--- config.mk ---
export PLATFORM = sky130hd
export DESIGN_NAME = uart_rx_oversampled
export DESIGN_NICKNAME = d
export VERILOG_FILES = /design/src/rtl/uart_rx_oversampled.sv
export SDC_FILE = /design/constraint.sdc
export NUM_CORES = 1
export LEC_CHECK = 0
export ABC_AREA = 1
export BUFFER_PORTS_ARGS = -buffer_cell sky130_fd_sc_hd__buf_2
export CAP_MARGIN = 20
export CORE_UTILIZATION = 45
export DETAILED_ROUTE_END_ITERATION = 16
export PLACE_DENSITY_LB_ADDON = 0.25
export SLEW_MARGIN = 10
export SYNTH_ARGS = -nofsm -noshare
export SYNTH_HDL_FRONTEND = slang
export SYNTH_SLANG_ARGS = --single-unit
--- constraint.sdc ---
create_clock -name clk -period 2.55 [get_ports clk]
set_clock_uncertainty 0.05 [all_clocks]
set_input_delay 0.51 -clock clk [delete_from_list [all_inputs] [get_ports clk]]
set_output_delay 0.51 -clock clk [all_outputs]
set_load 0.02 [all_outputs]
--- src/rtl/uart_rx_oversampled.sv ---
`default_nettype none
// ============================================================================
// uart_rx_oversampled : 16x-oversampled UART receiver with majority voting,
// optional parity, framing-error and break detection.      Rev 1.0
// ============================================================================
module uart_rx_oversampled #(
  parameter int DATA_BITS   = 8,
  parameter int OVERSAMPLE  = 16,
  parameter int SYNC_STAGES = 2
) (
  input  logic                 clk,
  input  logic                 reset,
  input  logic                 os_tick,
  input  logic                 rx,
  input  logic                 parity_en,
  input  logic                 parity_odd,
  output logic [DATA_BITS-1:0] rx_data,
  output logic                 rx_valid,
  output logic                 parity_err,
  output logic                 frame_err,
  output logic                 break_det,
  output logic                 rx_busy
);

  localparam int c_tick_w = $clog2(OVERSAMPLE);
  localparam int c_bit_w  = $clog2(DATA_BITS);
  localparam logic [c_tick_w-1:0] c_mid_m1   = c_tick_w'(OVERSAMPLE / 2 - 1);
  localparam logic [c_tick_w-1:0] c_mid      = c_tick_w'(OVERSAMPLE / 2);
  localparam logic [c_tick_w-1:0] c_mid_p1   = c_tick_w'(OVERSAMPLE / 2 + 1);
  localparam logic [c_tick_w-1:0] c_tick_last = c_tick_w'(OVERSAMPLE - 1);
  localparam logic [c_bit_w-1:0]  c_bit_last = c_bit_w'(DATA_BITS - 1);

  typedef enum logic [2:0] {
    ST_IDLE      = 3'd0,
    ST_START     = 3'd1,
    ST_DATA      = 3'd2,
    ST_PARITY    = 3'd3,
    ST_STOP      = 3'd4,
    ST_WAIT_HIGH = 3'd5
  } state_t;

  state_t                 r_state;
  state_t                 w_next;
  logic [SYNC_STAGES-1:0] r_sync;
  logic [c_tick_w-1:0]    r_tick_cnt;
  logic [c_bit_w-1:0]     r_bit_idx;
  logic [DATA_BITS-1:0]   r_shift;
  logic                   r_samp_a;
  logic                   r_samp_b;
  logic                   r_par_en;
  logic                   r_par_odd;
  logic                   r_par_flag;
  logic                   r_par_bit;
  logic [DATA_BITS-1:0]   r_rx_data;
  logic                   r_rx_valid;
  logic                   r_parity_err;
  logic                   r_frame_err;
  logic                   r_break_det;

  logic w_rx_s;
  logic w_maj;
  logic w_decide;
  logic w_bit_end;

  assign w_rx_s    = r_sync[SYNC_STAGES-1];
  assign w_maj     = (r_samp_a & r_samp_b) | (r_samp_a & w_rx_s) | (r_samp_b & w_rx_s);
  assign w_decide  = os_tick && (r_tick_cnt == c_mid_p1);
  assign w_bit_end = os_tick && (r_tick_cnt == c_tick_last);

  always_ff @(posedge clk) begin
    if (reset) r_state <= ST_IDLE;
    else       r_state <= w_next;
  end

  always_comb begin
    w_next = r_state;
    case (r_state)
      ST_IDLE:      if (os_tick && !w_rx_s) w_next = ST_START;
      ST_START: begin
        if (w_decide && w_maj) w_next = ST_IDLE;
        else if (w_bit_end)    w_next = ST_DATA;
      end
      ST_DATA:      if (w_bit_end && (r_bit_idx == c_bit_last))
                      w_next = r_par_en ? ST_PARITY : ST_STOP;
      ST_PARITY:    if (w_bit_end) w_next = ST_STOP;
      // Leaving at mid-stop lets an immediately following start edge be caught
      ST_STOP:      if (w_decide) w_next = w_maj ? ST_IDLE : ST_WAIT_HIGH;
      ST_WAIT_HIGH: if (os_tick && w_rx_s) w_next = ST_IDLE;
      default:      w_next = ST_IDLE;
    endcase
  end

  always_ff @(posedge clk) begin
    if (reset) begin
      r_sync       <= '1;
      r_tick_cnt   <= '0;
      r_bit_idx    <= '0;
      r_shift      <= '0;
      r_samp_a     <= 1'b1;
      r_samp_b     <= 1'b1;
      r_par_en     <= 1'b0;
      r_par_odd    <= 1'b0;
      r_par_flag   <= 1'b0;
      r_par_bit    <= 1'b0;
      r_rx_data    <= '0;
      r_rx_valid   <= 1'b0;
      r_parity_err <= 1'b0;
      r_frame_err  <= 1'b0;
      r_break_det  <= 1'b0;
    end else begin
      r_sync     <= {r_sync[SYNC_STAGES-2:0], rx};
      r_rx_valid <= 1'b0;
      if (os_tick) begin
        if (r_state == ST_IDLE || r_state == ST_WAIT_HIGH || w_next != r_state ||
            r_tick_cnt == c_tick_last)
          r_tick_cnt <= '0;
        else
          r_tick_cnt <= r_tick_cnt + 1'b1;

        if (r_tick_cnt == c_mid_m1) r_samp_a <= w_rx_s;
        if (r_tick_cnt == c_mid)    r_samp_b <= w_rx_s;

        if (r_state == ST_START)
          r_bit_idx <= '0;
        else if (r_state == ST_DATA && r_tick_cnt == c_tick_last)
          r_bit_idx <= r_bit_idx + 1'b1;

        // Frame configuration is frozen from the start-edge tick onward
        if (r_state == ST_IDLE) begin
          r_par_en   <= parity_en;
          r_par_odd  <= parity_odd;
          r_par_flag <= 1'b0;
          r_par_bit  <= 1'b0;
        end

        if (w_decide) begin
          case (r_state)
            ST_DATA:   r_shift <= {w_maj, r_shift[DATA_BITS-1:1]};
            ST_PARITY: begin
              r_par_bit  <= w_maj;
              r_par_flag <= w_maj ^ (^r_shift) ^ r_par_odd;
            end
            ST_STOP: begin
              r_rx_data    <= r_shift;
              r_rx_valid   <= 1'b1;
              r_frame_err  <= ~w_maj;
              r_parity_err <= r_par_en & r_par_flag;
              r_break_det  <= ~w_maj && (r_shift == '0) && !(r_par_en && r_par_bit);
            end
            default: ;
          endcase
        end
      end
    end
  end

  assign rx_data    = r_rx_data;
  assign rx_valid   = r_rx_valid;
  assign parity_err = r_parity_err;
  assign frame_err  = r_frame_err;
  assign break_det  = r_break_det;
  assign rx_busy    = (r_state != ST_IDLE);

endmodule
`default_nettype wire

# --- Word-level counts from Yosys, hierarchy flattened ---
# Cells that the tools add are included.
totals:
  regBits: 38
op_classes:
  addsub: 2
  n_eq_ne: 11
  n_mux: 20
  bitwise: 11
  reduce_logical: 27
op_table:
  columns: ["cell", "n"]
  rows:
  - ["3-bit 2-to-1 mux", 11]
  - ["3-bit one-hot mux with 6 select lines", 1]
  - ["4-bit equality test, second input constant", 3]
  - ["1-bit logical AND", 10]
  - ["3-bit equality test, second input constant", 3]
  - ["8-bit zero test", 1]
  - ["2-bit AND reduction", 4]
  - ["8-bit parity", 1]
  - ["1-bit 2-to-1 mux", 7]
  - ["3-bit by 2-bit equality test with 1-bit output, second input constant", 2]
  - ["3-bit AND reduction", 2]
  - ["4-bit by 1-bit adder with 4-bit output, second input constant", 1]
  - ["1-bit bitwise AND", 4]
  - ["4-bit by 3-bit equality test with 1-bit output, second input constant", 1]
  - ["4-bit 2-to-1 mux", 1]
  - ["3-bit by 1-bit adder with 3-bit output, second input constant", 1]
  - ["3-bit by 1-bit equality test with 1-bit output, second input constant", 1]
  - ["3-bit zero test", 1]
  - ["1-bit logical OR", 3]
  - ["3-bit != test", 1]
  - ["1-bit NOT", 3]
  - ["3-bit nonzero test", 1]
  - ["3-bit OR reduction", 1]
  - ["1-bit zero test", 2]
  - ["other kinds (3)", 5]

# --- Logic depth before layout (Yosys ltp) ---
# Gate-level depths: netlist of the first run.
depth:
  ltp_word: 10
  ltp_mapped: 13
  mapped_depth_nobuf: 13

# --- Least setup slack after synthesis of the first run ---
# Ideal clock, no wire load.
synth_timing:
  path_type: "reg2reg"
  start: "reg r_tick_cnt[0]"
  end: "reg r_tick_cnt[3]"
  setup_time_ns: 0.064
  arrival_ns: 1.438
  required_ns: 2.436
  path_slack_ns: 0.998
  path_stages_with_launch: 14
  path_buffers: 0
  period_less_slack_ns: 1.552
  cell_sequence: "dfxtp_1 > ha_1 > nand2_1 > inv_1 > nand2_2 > nand2_2 > nand3_1 > nor2_2 > nand3_1 > nand2_1 > nand3_1 > nand2_1 > nand2_2 > nor2_1"
synth_via:
  elab_chain_len: 9
  word_cells_on_any_way: 17
synth_lines:
  columns: ["element", "line_no", "text"]
  rows:
  - ["start: declaration", "45", "logic [c_tick_w-1:0] r_tick_cnt;"]
  - ["start signal: assignment", "118", "r_tick_cnt <= r_tick_cnt + 1'b1;"]
  - ["4-bit equality test (on tied branches)", "68, 115, 67", null]
  - ["1-bit logical AND (on tied branches)", "68, 67", null]
  - ["3-bit 2-to-1 mux (tied with other cells)", "81", "else if (w_bit_end) w_next = ST_DATA;"]
  - ["3-bit 2-to-1 mux (on tied branches)", "80, 83", null]
  - ["3-bit one-hot mux with 6 select lines", "77", "case (r_state)"]
  - ["3-bit != test", "114", "if (r_state == ST_IDLE || r_state == ST_WAIT_HIGH || w_next != r_state ||"]
  - ["1-bit logical OR (2 in series)", "114", null]
  - ["4-bit 2-to-1 mux *", "114", null]
# Mark *: on every way between the ends. The rest lies on a longest branch, timed or not.
# A chain may end at the register's enable or synchronous reset.

# --- Worst setup path in the final report of the first run ---
layout_timing:
  start: "reg r_tick_cnt[0]"
  end: "reg r_tick_cnt[0]"
# The elaborated chain is that of the path after synthesis.

==> results.ini, run 1 <==
[setup_path]
cp-end-kind = flip-flop
required_ns = 2.73
cp-startpoint = r_tick_cnt[0]
rrSetupSlack_ns = 0.76
timing.rr.start = r_tick_cnt[0]
path_max_fanout = 5
endpoint = r_tick_cnt[0]
critPathKind = reg2reg
crit_path_start_kind = flip-flop
reg2regPathDepth = 13
r2r_end = r_tick_cnt[0]
crit_arrival_ns = 1.97

[clock_tree]
clk_transition_reported_paths_ns = 0.07
cts_setup_buffers = 0
cts-root-buf = clkbuf_8
cts.sinks = 38
clk_latency_ns = 0.29
hold_buffers = 0
cts.htree.levels = 2
numCtsBuffers = 5
cts_tree = done
clock_path_buffers = 2
post_cts_resized = 0

[global_routing]
grt.overflow.total = 0
grt_max_degree = 24
antenna_found_initial = 0
grt_pass1_vias = 1435
grt_usage_pct = 19.8
grt_pass1_wl_mm = 6.32

[timing]
hold_ws_ns = 0.357
final.min_clock_period_ns = 1.79
min_period_over_period_pct = 70.2
finalSetupTns_ns = 0
relSlewSlack_pct = 56.4
tightest_slew_ns = 0.654
drv_slew = 0
finalHoldViolations = 0
setup_viol = 0
fmax_mhz = 558
rsz0062_at_grt = false

[synthesis]
post_synth_inst_count = 227
yosysMostFrequentCell = dfxtp_1
synth_top_family_by_area = simple AND/OR/NAND/NOR gates
synthTopCellsByArea = dfxtp_1 (42%), a21oi_1 (8.1%), nand2_1 (6.5%)
synth_fa_ha_area_share_pct = 6.28
syn_area_um2 = 1790
synth_edf_count = 0
ys.flop_type = dfxtp_1
synthDistinctLibCells = 32
synth_fp_nets = 242
yosysSeqAreaShare_pct = 42.4
yosys.area.top_type = dfxtp_1
ys_warn_count = 0
synthMuxAreaShare_pct = 0
avgSynthCellArea_um2 = 7.90
yosysTopAreaCellShare_pct = 42.4
async_reset_ff_share_pct = 0
synth-simple-area-share_pct = 23.6
synth_seq_cells = 38
synth_xor_xnor_area_share_pct = 3.42
synth_compound_area_share_pct = 15.8
synthTopCellsByCount = dfxtp_1 (38), nand2_1 (31), a21oi_1 (29)

[worst_hold_path]
min_path_type = in2reg
hp-start = rx

[power_and_ir_drop]
pwr-share-comb_pct = 3.8
peakVddDrop_mv = 0.433
switching_share_pct = 21.7
switchingPower_uw = 250
leakagePower_uw = 0.000907
power_frac_clock_pct = 43.6
p_seq_share_pct = 52.5
power.total_uw = 1150
powerDensity_nw_per_um2 = 571
p_int_uw = 902

[run_status]
outcome = finished, final reports clean

[floorplan]
fp.dieW_um = 65.1
core_um2 = 3740
start_util_pct = 47.9
io_pins = 19
die_h_um = 65.1
rows = 22
dieArea_um2 = 4240

[drt]
vias = 1509
drcViolationCount = 0
ant_nets = 0
wl_per_cell_um = 12.1
viasPerCell = 5.13
wl_mm = 3.55
first_pass_iters = 4
drt_iter0_drc = 107

[finish]
diodes = 0
area_growth_pct = 12.3
nets = 260
final_core_util_pct = 53.8
drive_above_1_share_pct = 18.3

[placed_design]
gp_congestion = 0.950
portBuffers = 18
hpwl_mm = 2.48

[flow_run]
maxCapViolations = 0

==> power by group through the flow <==
stage / logic [uW] / registers [uW] / clock network [uW]
5_1_grt: 50.3 / 606 / 545
2_1_floorplan: 33.7 / 616 / 0
6_report: 44.3 / 605 / 502
3_3_place_gp: 44.0 / 619 / 0
3_5_place_dp: 43.7 / 619 / 0
4_1_cts: 44.5 / 605 / 522
==> area by class of cell <==
class | count | area, um2
Fill cell | 375 | 1730
Inverter | 30 | 114
Clock buffer | 5 | 68.8
Timing Repair Buffer | 18 | 90.1
Tap cell | 48 | 60.1
Multi-Input combinational cell | 152 | 881
Clock inverter | 3 | 40.0
Sequential cell | 38 | 761
==> cell families after synthesis <==
| kind of cell | count (synthesis) |
|---|---|
| AO/OA/AOI/OAI | 53 |
| XOR/XNOR | 7 |
| adder cells (fa/ha/maj) | 9 |
| buffers and inverters | 37 |
| flip-flops | 38 |
| AND/OR/NAND/NOR | 83 |
==> through the flow <==
stage | cell area, um2 | std cells | setup slack, ns
floorplan | 1790 | 227 | 0.998
global placement | 1910 | 286 | 0.639
detailed placement | 1910 | 286 | 0.591
CTS | 2010 | 294 | 0.736
global route | 2010 | 294 | 0.515
finish | 2010 | 294 | 0.759
==> how the worst min path moves through the flow <==
stage                      to  slack (ns)  cells after the start
floorplan           r_sync[1]        0.34                      1
global placement    r_sync[1]        0.34                      1
detailed placement  r_sync[1]        0.35                      1
CTS                 r_sync[0]        0.34                      2
global route        r_sync[0]        0.35                      2
finish              r_sync[0]        0.36                      2
==> worst max-delay path, stage by stage (launching register included) <==
cell     delay (ns)
dfxtp_1        0.41
ha_1           0.21
nand2_1        0.09
inv_1          0.10
nand2_2        0.09
nand2_2        0.07
nand3_1        0.08
nor2_2         0.15
nand3_1        0.08
nand2_1        0.07
nand3_1        0.07
nand2_1        0.07
nand2_2        0.07
nor2_1         0.11
==> routing by layer <==
layer	vias up	share of wire, %	global-route usage, %
met1	682	48	24.4
met5	-	0	0
met3	10	4.4	6.25
li1	781	-	-
met2	36	45	30.3
met4	0	2.6	11.7
==> cell usage in the layout, fill, tap and decap left out, types with 3 or more instances in the layout <==
master	n
nand2_1	31
buf_2	18
nand3_1	12
xnor2_1	5
ha_1	9
clkinv_2	3
nand4_1	7
dfxtp_1	38
clkbuf_8	5
o21ai_0	18
nand2_2	4
inv_1	27
a21oi_1	29
nor2_1	16
==> sequential cells by signal, summed over array words and instances (netlist names) <==
register	flops
break_det	1
frame_err	1
parity_err	1
r_bit_idx	3
r_par_bit	1
r_par_en	1
r_par_flag	1
r_par_odd	1
r_samp_a	1
r_samp_b	1
r_shift	8
r_state	3
r_sync	2
r_tick_cnt	4
rx_data	8
rx_valid	1
Note: power is estimated with default switching activity, not from simulation.
==> run 2, diff against run 1 <==
--- a/config.mk
+++ b/config.mk
@@ -5,7 +5,7 @@
 export SDC_FILE = /design/constraint.sdc
 export NUM_CORES = 1
 export LEC_CHECK = 0
-export ABC_AREA = 1
+export ABC_AREA = 0
 export BUFFER_PORTS_ARGS = -buffer_cell sky130_fd_sc_hd__buf_2
 export CAP_MARGIN = 20
 export CORE_UTILIZATION = 45
==> constraint.sdc (replaced) <==
create_clock -name clk -period 1.6 [get_ports clk]
set_clock_uncertainty 0.05 [all_clocks]
set_input_delay 0.32 -clock clk [delete_from_list [all_inputs] [get_ports clk]]
set_output_delay 0.32 -clock clk [all_outputs]
set_load 0.02 [all_outputs]
==> results.ini, run 2 <==
[run_status]
outcome = finished with violations
violations = setup timing

[timing]
final.min_clock_period_ns = 1.94  ; +0.146 ns
drv_slew = 0  ; unchanged
setup_slack_ns = -0.337  ; -1.10 ns
setup_viol = 27  ; +27
min_period_over_period_pct = 121  ; +51 points
tightest_slew_ns = 0.650  ; -0.00378 ns
fmax_mhz = 516  ; -7.5%
relSlewSlack_pct = 56.7  ; +0.30 points
rsz0062_at_grt = true
finalHoldViolations = 0  ; unchanged
finalSetupTns_ns = -5.13  ; -5.13 ns

[finish]
drive_above_1_share_pct = 40.7  ; +22 points
fillCellCount = 314  ; -16%
final_core_util_pct = 66.5  ; +13 points
stdcell_count = 325  ; +11%
seq_area_um2 = 779  ; +2.5%
area_growth_pct = 41.7
nets = 289  ; +11%
multi_input_area_um2 = 1190  ; +36%
final_common_cell = buf_4
layout_common_cells = buf_4 (39), nor2_1 (36), dfxtp_1 (31)
diodes = 0  ; unchanged

[worst_hold_path]
hp-start = rx
min_path_type = in2reg

[synthesis]
synthTopCellsByArea = dfxtp_1 (41%), nor2_1 (7.8%), ha_1 (6.0%)
yosysMostFrequentCell = nor2_1
yosys.area.top_type = dfxtp_1
yosysSeqAreaShare_pct = 40.5  ; -1.9 points
ys_warn_count = 0  ; unchanged
avgSynthCellArea_um2 = 8.73  ; +10%
synth_seq_cells = 38  ; unchanged
synth_fp_nets = 230  ; -5.0%
synth_edf_count = 0  ; unchanged
async_reset_ff_share_pct = 0  ; unchanged
yosysTopAreaCellShare_pct = 40.5  ; -1.9 points
synthDistinctLibCells = 44  ; +38%
post_synth_inst_count = 215  ; -5.3%
syn_area_um2 = 1880  ; +4.6%
ys.flop_type = dfxtp_1
synthTopCellsByCount = nor2_1 (39), dfxtp_1 (38), a21oi_1 (18)

[setup_path]
cp-startpoint = r_bit_idx[1]
crit_arrival_ns = 2.05  ; +0.08 ns
timing.rr.start = r_bit_idx[1]
crit_path_start_kind = flip-flop
path_cells = ha_4 > ha_4 > and3b_1 > mux2_4 > a221oi_4 > a211oi_4 > nand3b_1 > a31oi_1
slowest_stage = dfxtp_2
cpMostUsedCell = ha_4
path_max_fanout = 5  ; unchanged
cp-end-kind = flip-flop
required_ns = 1.71  ; -1.02 ns
critPathKind = reg2reg
cpPeakStageDelay_ns = 0.35  ; -0.06 ns

[floorplan]
core_um2 = 4000  ; +6.9%
io_pins = 19  ; unchanged
dieArea_um2 = 4430  ; +4.5%
start_util_pct = 46.9  ; -1.0 points
rows = 23  ; +4.5%
die_h_um = 66.6  ; +2.2%
fp.dieW_um = 66.6  ; +2.2%

[drt]
wl_per_cell_um = 14.0  ; +16%
drcViolationCount = 0  ; unchanged
vias = 1712  ; +13%
first_pass_iters = 4  ; unchanged
viasPerCell = 5.27  ; +2.6%
drt_iter0_drc = 148  ; +38%
wl_mm = 4.54  ; +28%
ant_nets = 0  ; unchanged

[power_and_ir_drop]
power.total_uw = 1770  ; +54%
powerDensity_nw_per_um2 = 666  ; +17%
leakagePower_uw = 0.00106  ; +17%
peakVddDrop_mv = 0.455  ; +5.0%

[placed_design]
gp_congestion = 0.850  ; -11%
hpwl_mm = 2.82  ; +14%
portBuffers = 18  ; unchanged
dp_cells = 307  ; +7.3%
pre_cts_ws_ns = -0.348  ; -0.939 ns

[global_routing]
antenna_found_initial = 0  ; unchanged
grt_pass1_vias = 1612  ; +12%
grt_pass1_wl_mm = 7.37  ; +17%
grt.overflow.total = 0  ; unchanged
grt_max_degree = 38  ; +58%
grt_usage_pct = 22.8  ; +3.0 points

[clock_tree]
clock_path_buffers = 2  ; unchanged
clk_latency_ns = 0.30  ; about the same
cts.htree.levels = 2  ; unchanged
cts.sinks = 38  ; unchanged
cts-root-buf = clkbuf_8
hold_buffers = 0  ; unchanged
cts_tree = done
numCtsBuffers = 5  ; unchanged
clk_transition_reported_paths_ns = 0.08  ; about the same

[flow_run]
maxCapViolations = 0  ; unchanged

## run 2: changes by cell type after synthesis, moves of 4 or more
cell / previous run / this run
inv_1: 27 / 11
clkbuf_1: 2 / 10
nand3_1: 12 / 5
a21oi_1: 29 / 18
mux2i_1: 0 / 11
nand2_2: 4 / 0
nor2_1: 16 / 39
o21ai_0: 18 / 1
nand2b_1: 0 / 4
nand2_1: 31 / 9
## run 2: critical path, delay by kind of cell, from the launching register on
family	cells	cell delay [ns]
adders and majority gates	2	0.31
DFF	1	0.35
muxes	1	0.27
and+or+nand+nor	2	0.26
AOI/OAI and AO/OA	3	0.56
## run 2: report_power, final
| part | switching [uW] | internal (uW) | total, uW | leakage [uW] |
|---|---|---|---|---|
| Clock | 345 | 308 | 653 | 0.0000385 |
| Combinational | 88.7 | 76.1 | 165 | 0.000709 |
| Sequential | 6.54 | 948 | 954 | 0.000312 |
| Total | 440 | 1330 | 1770 | 0.00106 |
## run 2: cells by family (layout without fill, tap and decap cells)
kind of cell | after synthesis | after routing | synth area share [%]
AOI/OAI and AO/OA | 38 | 38 | 13.6
xor gates and xnor gates | 5 | 5 | 2.33
adders and majority gates | 10 | 10 | 6.53
buffers and inverters | 25 | 85 | 6.27
DFF | 38 | 38 | 40.5
muxes | 12 | 12 | 6.47
and+or+nand+nor | 87 | 87 | 24.3
## run 2: timing repair
item | CTS | global route
endpoints found under the setup margin | 28 | 31
gates cloned | 3 | 0
pin swaps | 10 | 6
resized for setup | 39 | 14
setup buffers | 6 | 2
## run 2: layout make-up
cell class,count,share of cell area (%)
inverters,11,1.55
multi-input cells,152,44.9
clock inverters,1,0.282
well taps,50,2.35
repair buffers,66,18.8
flip-flops and latches,38,29.3
clock buffers,7,2.87
## run 2: metrics by stage
step | hold WS [ns] | area [um2]
2_1_floorplan | 0.339 | 1910
3_3_place_gp | 0.341 | 2280
3_5_place_dp | 0.346 | 2280
4_1_cts | 0.137 | 2590
5_1_grt | 0.145 | 2660
6_report | 0.148 | 2660
## run 2: final timing paths
check | end | slack [ns] | cells past startpoint
setup reg to reg | r_tick_cnt[2] | -0.34 | 8
hold reg to reg | r_sync[1] | 0.36 | 1
hold / removal | r_sync[0] | 0.15 | 2
setup / recovery | r_tick_cnt[2] | -0.34 | 8
## run 2: per-layer routing
| layer | GRT usage [%] | up-vias | wire [um] |
|---|---|---|---|
| met5 | 0 | - | 0 |
| met4 | 11.7 | 0 | 106 |
| met3 | 7.36 | 9 | 141 |
| met2 | 35.1 | 29 | 2140 |
| met1 | 28.1 | 812 | 2150 |
| li1 | - | 862 | - |
==> run 3, diff against run 2 <==
--- a/config.mk
+++ b/config.mk
@@ -5,7 +5,7 @@
 export SDC_FILE = /design/constraint.sdc
 export NUM_CORES = 1
 export LEC_CHECK = 0
-export ABC_AREA = 0
+export ABC_AREA = 1
 export BUFFER_PORTS_ARGS = -buffer_cell sky130_fd_sc_hd__buf_2
 export CAP_MARGIN = 20
 export CORE_UTILIZATION = 45
==> results.ini, run 3 (synthesis results as in run 1) <==
[finish]
area_growth_pct = 36.6
diodes = 0  ; unchanged
nets = 292  ; +1.0%
fillCellCount = 331  ; +5.4%
stdcell_count = 326  ; +0.31%
layout_common_cells = dfxtp_1 (32), buf_4 (31), nand2_1 (29), a21oi_1 (29), inv_1 (24)
drive_above_1_share_pct = 37.4  ; -3.3 points
final_common_cell = dfxtp_1

[clock_tree]
clock_path_buffers = 2  ; unchanged
clk_latency_ns = 0.28  ; -0.02 ns
cts-root-buf = clkbuf_8
cts_tree = done
clk_transition_reported_paths_ns = 0.07  ; about the same
hold_buffers = 0  ; unchanged
cts.htree.levels = 2  ; unchanged
numCtsBuffers = 5  ; unchanged
cts.sinks = 38  ; unchanged

[timing]
setup_viol = 0  ; -100%
final.min_clock_period_ns = 1.56  ; -0.376 ns
relSlewSlack_pct = 82.1  ; +25 points
fmax_mhz = 641  ; +24%
setup_slack_ns = 0.0393  ; +0.376 ns
rsz0062_at_grt = true
finalHoldViolations = 0  ; unchanged
tightest_slew_ns = 0.266  ; -0.384 ns
drv_slew = 0  ; unchanged
min_period_over_period_pct = 97.5  ; -24 points

[drt]
drcViolationCount = 0  ; unchanged
wl_per_cell_um = 12.2  ; -13%
drt_iter0_drc = 98  ; -34%
ant_nets = 0  ; unchanged
viasPerCell = 4.92  ; -6.5%
first_pass_iters = 4  ; unchanged
wl_mm = 3.98  ; -12%
vias = 1605  ; -6.3%

[power_and_ir_drop]
powerDensity_nw_per_um2 = 753  ; +13%
peakVddDrop_mv = 0.651  ; +43%
power.total_uw = 1850  ; +4.1%
leakagePower_uw = 0.00111  ; +5.2%

[setup_path]
crit_arrival_ns = 1.74  ; -0.31 ns
required_ns = 1.77  ; +0.06 ns
path_max_fanout = 4  ; -1
cp-end-kind = flip-flop
crit_path_start_kind = flip-flop
critPathKind = reg2reg

[placed_design]
hpwl_mm = 2.85  ; +0.89%
gp_congestion = 0.946  ; +11%
dp_cells = 314  ; +2.3%
pre_cts_ws_ns = -0.0665  ; +0.282 ns
portBuffers = 18  ; unchanged

[global_routing]
grt.overflow.total = 0  ; unchanged
grt_pass1_wl_mm = 6.60  ; -10%
grt_max_degree = 17  ; -55%
grt_pass1_vias = 1441  ; -11%
antenna_found_initial = 0  ; unchanged
grt_usage_pct = 20.5  ; -2.3 points

[floorplan]
fp.dieW_um = 65.1  ; -2.2%
io_pins = 19  ; unchanged
dieArea_um2 = 4240  ; -4.3%
die_h_um = 65.1  ; -2.2%
core_um2 = 3740  ; -6.4%
rows = 22  ; -4.3%
start_util_pct = 47.9  ; +1.0 points

[flow_run]
maxCapViolations = 0  ; unchanged

[worst_hold_path]
min_path_type = in2reg

[run_status]
outcome = finished, final reports clean

==> run 3: layer usage <==
layer | GRT usage [%] | routed length [um] | vias up
met5 | 0 | 0 | -
met4 | 7.34 | 36 | 0
met3 | 3.65 | 103 | 4
met2 | 33.5 | 2000 | 22
met1 | 27.0 | 1850 | 731
li1 | - | - | 848
==> run 3: layout make-up <==
cell class,count,area [um2],area share [%]
Sequential cell,38,776,31.6
Timing Repair Buffer,50,343,14.0
Tap cell,48,60.1,2.45
Inverter,30,124,5.05
Multi-Input combinational cell,152,1040,42.4
Clock inverter,3,40.0,1.63
Clock buffer,5,68.8,2.81
==> run 3: path summary, 6_finish.rpt <==
check / end / depth (start not counted) / from / slack, ns
setup / recovery: r_tick_cnt[2] / 13 / r_tick_cnt[1] / 0.04
hold / removal: r_sync[0] / 2 / rx / 0.17
setup reg to reg: r_tick_cnt[2] / 13 / r_tick_cnt[1] / 0.04
hold reg to reg: r_sync[1] / 1 / r_sync[0] / 0.36
==> run 3: metrics by stage <==
step | setup TNS, ns | util (%) | instance area [um2] | hold slack (ns)
floorplan | 0 | - | 1790 | 0.339
global placement | -0.0482 | 56.9 | 2130 | 0.345
detailed placement | -0.213 | 56.9 | 2130 | 0.344
CTS | 0 | 61.5 | 2300 | 0.158
global route | -0.392 | 65.5 | 2450 | 0.167
finish | 0 | 65.5 | 2450 | 0.168
==> run 3: timing repair <==
action | CTS | global route
endpoints found under the setup margin | 4 | 7
pin swaps | 6 | 13
gates resized for setup | 18 | 27
buffers inserted | 2 | 3
==> run 3: worst max-delay path, cell delays in order, from the launching register on <==
cell     delay, ns
dfxtp_4       0.38
ha_4          0.15
nand2_4       0.07
inv_4         0.07
nand2_4       0.06
nand2_4       0.07
nand3_4       0.08
nor2_4        0.13
nand3_2       0.06
nand2_1       0.06
nand3_1       0.06
nand2_1       0.07
nand2_2       0.08
nor2_2        0.10
==> run 3: report_power, final <==
| group | internal (uW) | switching (uW) | leakage, uW | total [uW] |
|---|---|---|---|---|
| Clock | 458 | 321 | 0.0000579 | 779 |
| Combinational | 46.5 | 58.6 | 0.000745 | 105 |
| Sequential | 951 | 9.52 | 0.000311 | 961 |
| Total | 1460 | 389 | 0.00111 | 1850 |
